### config.mk
export PLATFORM = sky130hd
export DESIGN_NAME = sw_debounce
export DESIGN_NICKNAME = d
export VERILOG_FILES = /design/src/rtl/sw_debounce.sv
export SDC_FILE = /design/constraint.sdc
export NUM_CORES = 1
export LEC_CHECK = 0
export ABC_AREA = 1
export CORE_MARGIN = 8
export CORE_UTILIZATION = 28
export DETAILED_ROUTE_END_ITERATION = 6
export HOLD_SLACK_MARGIN = 0.1
export MAX_ROUTING_LAYER = met4
export PLACE_DENSITY = 0.42
export SLEW_MARGIN = 10
export SYNTH_ARGS = -nofsm -noshare
export SYNTH_HDL_FRONTEND = slang
export SYNTH_SLANG_ARGS = --single-unit
### constraint.sdc
create_clock -name CLK -period 1.8 [get_ports CLK]
set_clock_uncertainty 0.15 [all_clocks]
set_input_delay 0.36 -clock CLK [delete_from_list [all_inputs] [get_ports CLK]]
set_output_delay 0.36 -clock CLK [all_outputs]
set_load 0.02 [all_outputs]
### src/rtl/sw_debounce.sv
// Two-flop synchroniser plus per-bit stability counter for raw slide switches.
// An output bit follows its input only after CNT_MAX consecutive stable clocks.
module sw_debounce #(
   parameter int WIDTH   = 4,
   parameter int CNT_MAX = 1000000
) (
   input  logic             CLK,
   input  logic             RST,
   input  logic [WIDTH-1:0] SW_IN,
   output logic [WIDTH-1:0] SW_OUT,
   output logic             SW_CHG
);

   localparam int CNT_W = $clog2(CNT_MAX + 1);
   localparam logic [CNT_W-1:0] CNT_LAST = CNT_W'(CNT_MAX - 1);
   localparam logic [CNT_W-1:0] CNT_ONE  = CNT_W'(1);

   generate
      if (CNT_MAX < 1) begin : g_badCntMax
         $error("sw_debounce: CNT_MAX must be at least 1");
      end
   endgenerate

   logic [WIDTH-1:0] r_sync1;
   logic [WIDTH-1:0] r_sync2;
   logic [WIDTH-1:0] r_out;
   logic             r_chg;
   logic [CNT_W-1:0] r_cnt [WIDTH];

   logic [WIDTH-1:0] w_outNext;
   logic [WIDTH-1:0] w_upd;
   logic [CNT_W-1:0] w_cntNext [WIDTH];

   // A bit that matches its output holds its counter at zero, so any glitch
   // back to the current level throws away the partial count.
   always_comb begin
      w_outNext = r_out;
      w_upd     = '0;
      for (int i = 0; i < WIDTH; i++) begin
         w_cntNext[i] = '0;
         if (r_sync2[i] != r_out[i]) begin
            if (r_cnt[i] == CNT_LAST) begin
               w_outNext[i] = r_sync2[i];
               w_upd[i]     = 1'b1;
            end else begin
               w_cntNext[i] = r_cnt[i] + CNT_ONE;
            end
         end
      end
   end

   always_ff @(posedge CLK) begin
      if (RST) begin
         r_sync1 <= '0;
         r_sync2 <= '0;
         r_out   <= '0;
         r_chg   <= 1'b0;
         for (int i = 0; i < WIDTH; i++) begin
            r_cnt[i] <= '0;
         end
      end else begin
         r_sync1 <= SW_IN;
         r_sync2 <= r_sync1;
         r_out   <= w_outNext;
         r_chg   <= |w_upd;
         for (int i = 0; i < WIDTH; i++) begin
            r_cnt[i] <= w_cntNext[i];
         end
      end
   end

   assign SW_OUT = r_out;
   assign SW_CHG = r_chg;

endmodule
== Word-level counts from Yosys, hierarchy flattened ==
Memories as Yosys holds them, arrays and structs flattened.
Cells that the tools add are included.
Operators by class
  add/subtract/negate cells: 4
  $mul: 0
  divide/modulo/power cells: 0
  order comparisons: 0
  equal/unequal tests: 8
  shift-type cells: 0
  mux-type cells: 23
  bitwise gates (word level): 4
  reductions and logical operators: 5
Operators with widths (count)
  $mux W20: 12
  $add A20 B1 Y20 const B: 4
  $eq A20 B20 Y1 const B: 4
  $mux W1: 11
  $reduce_and A2 Y1: 4
  $ne A1 B1 Y1: 4
  $or A1 B1 Y1: 4
  $reduce_or A4 Y1: 1
Word-level totals
  flip-flop bits (word level): 13
  latch bits: 0
  RAM bits: 80
  ROM bits: 0
  bits of input ports: 6
  memories kept: 1
Memories
  r_cnt: words 4, bits a word 20, read ports 4, clocked after Yosys merged registers in 0, wr ports 4, line 28  | logic [CNT_W-1:0] r_cnt [WIDTH];

== Depth between registers and ports, before layout ==
  depth after elaboration: 4
  gate-level depth with buffers: 11

== Worst setup path after synthesis ==
OpenSTA, ideal clock, no wires.
  path kind: flip-flop to flip-flop
  start: mem r_cnt[2][0] (netlist name)
  end: mem r_cnt[2][0] (netlist name)
  arrival: 1.347 ns
  slack: 0.183 ns
  cell stages (with the launch flop): 8
  buffers on the path: 1
  period minus slack after synthesis: 1.617 ns
  cells stage by stage: dfxtp_1 ha_1 nand3_2 nor2_1 nand2_1 nand2_4 buf_6 nor2_1
RTL lines (line)
  from (decl): 28

==> flow_summary.json <==
{
  "status": "finished clean",
  "end_kind": "register",
  "path_clk_slew_ns": 0.06,
  "synth_edf_count": 0,
  "p_leak_nw": 1.905,
  "place_area_um2": 5268,
  "regArea_um2": 1862,
  "cellPowerDensity_nw_per_um2": 721.1,
  "hp-class": "register to register",
  "cap_violations": 0,
  "synth_area_um2": 4668,
  "clock_latency_ns": 0.35,
  "port_buffers": 10,
  "cts.sinks": 93,
  "crit_fanout": 5,
  "hold_viol": 0,
  "finalCritPeriodShare_pct": 93.47,
  "postSynth.asyncResetShare_pct": 0,
  "cts_max_level": 3,
  "wl_mm": 10.68,
  "finalSetupTns_ns": 0,
  "synth.most_common_cell": "nand2_1",
  "slew_violations": 0,
  "synthFlopType": "dfxtp_1",
  "finalSetupViolCount": 0,
  "crit_arrival_ns": 1.78,
  "critPathBufInv": 3,
  "synth_seq_cells": 93,
  "fin_area_um2": 5633,
  "dr_total_vias": 4161,
  "synth_cell_types": 33,
  "via_per_inst": 4.394,
  "fin_crit_ns": 1.682,
  "finalWorstSetupSlack_ns": 0.1176,
  "drc": 0,
  "cts-hold-fix-buffers": 0,
  "syn_to_final_growth_pct": 20.66,
  "place_hpwl_mm": 7.952,
  "required_ns": 1.90,
  "ios": 11,
  "grt_overflow": 0,
  "multi_input_area_um2": 2467,
  "antenna_found_initial": 0,
  "root_buffer": "clkbuf_16",
  "cts_tree": "done",
  "yosysSeqAreaShare_pct": 39.88,
  "post-place-ws_ns": -0.01949,
  "slew_headroom_pct": 74.80,
  "cpLargestDelayFamily": "simple AND/OR/NAND/NOR gates",
  "start_kind": "register",
  "yosys.area.top_type": "dfxtp_1",
  "start_util_pct": 28.35,
  "crit_chain": "ha_2 > nand2_2 > nor2_4 > buf_4 > inv_2 > nor2_4 > nand2_2 > o21ai_0 > nand2_1 > nand2_1 > inv_1",
  "drtPass1Iterations": 4,
  "critPathKind": "register to register",
  "gp_congestion": 0.8021,
  "worstMarginPinSlew_ns": 0.3751,
  "nFillCells": 1788,
  "syn_nets": 678,
  "finalNetCount": 734,
  "slowest_stage": "dfxtp_1",
  "die-width_um": 145.1,
  "grt_pass1_vias": 3983,
  "rsz0062_at_grt": "false",
  "clock_path_buffers": 2,
  "synth_common_cells": "nand2_1 (156), nor2_1 (121), dfxtp_1 (93)",
  "drive_gt1_share_pct": 14.86,
  "dieArea_um2": 21060,
  "yosys_warnings": 0,
  "max_stage_delay_ns": 0.34,
  "yosys-top-cells-area": "dfxtp_1 (40%), nand2_1 (13%), nor2_1 (9.7%)",
  "die_h_um": 145.1,
  "ant_nets": 0,
  "yosys.area.top_type_share_pct": 39.88,
  "peakVddDrop_mv": 0.4595,
  "drt_iter0_markers": 196,
  "numCtsBuffers": 9,
  "grt_max_degree": 21,
  "grt_pass1_wl_mm": 18.21,
  "core-area_um2": 16470,
  "n_antenna_cell": 0,
  "syn_area_per_cell_um2": 6.988,
  "syn_inst": 668,
  "wl_per_cell_um": 11.27,
  "fmax_mhz": 594.4,
  "fp-row-count": 47,
  "grt_usage_pct": 10.69
}
per-layer routing:
layer  part of all wire (%)  up-vias  GRT usage (%)
li1                       -     2221              -
met1                     50     1882          12.76
met2                     46       42          17.20
met3                    2.7       16          2.830
met4                    1.4        0          3.592
met5                      0        -              -
layout make-up:
cell class | instances | share of cell area, %
Timing Repair Buffer | 50 | 7.730
Sequential cell | 93 | 33.05
Multi-Input combinational cell | 489 | 43.80
Inverter | 81 | 5.398
Tap cell | 220 | 4.887
Clock buffer | 10 | 4.243
Clock inverter | 4 | 0.8885
what timing repair did:
| item | in CTS | in global routing |
|---|---|---|
| setup buffers | 6 | 0 |
| cloned | 0 | 1 |
| gates resized for setup | 4 | 6 |
| setup endpoints to repair | 7 | 26 |
| pin swaps | 1 | 1 |
power by group:
part           internal (W)  switching (W)
sequential          0.00207     0.00000511
combinational     0.0000361      0.0000399
clock               0.00110       0.000816
stage by stage:
stage	std cells	hold slack [ns]	util [%]	power (W)
finish	947	0.2491	34.21	0.004062
global route	947	0.2775	34.21	0.004230
CTS	946	0.2493	34.07	0.004148
detailed placement	926	0.2427	31.99	0.002190
global placement	926	0.2426	31.99	0.002189
floorplan	668	0.2383	-	0.002157
layout by cell type (no fill, tap or decap), types with 6 or more instances in the layout:
master     instances
nand2_2            9
xor2_1            23
inv_1             76
nand2_1          154
nand4_1           20
o21ai_0           11
a21oi_2            6
nor3_1            15
a21oi_1           34
nand3b_1           8
nor2_2            10
nor2_1           121
nor3_2             6
clkbuf_16          9
dfxtp_1           93
or2_0              6
nand3_1           35
buf_4             37
kinds of logic after synthesis:
logic type | Yosys count | share of synthesized area (%)
flops | 93 | 39.88
fa+ha+maj | 4 | 1.072
simple gates | 402 | 39.43
buf+inv | 87 | 7.719
xor+xnor | 28 | 5.253
compound gates | 54 | 6.647
final timing paths:
check              start            to  slack [ns]  cells past startpoint
max          r_cnt[1][0]  r_cnt[1][16]        0.12                     11
min           r_sync1[0]    r_sync2[0]        0.25                      2
max reg2reg  r_cnt[1][0]  r_cnt[1][16]        0.12                     11
min reg2reg   r_sync1[0]    r_sync2[0]        0.25                      2
worst min-delay path, stage by stage, from the launching register on:
cell     delay, ns
dfxtp_1       0.30
inv_1         0.04
nor2_1        0.03
sequential cells by signal (all words and copies together), names as in the netlist:
name     count
r_sync1      4
SW_OUT       4
r_sync2      4
r_cnt       80
SW_CHG       1
Note: power is estimated with default switching activity, not from simulation.
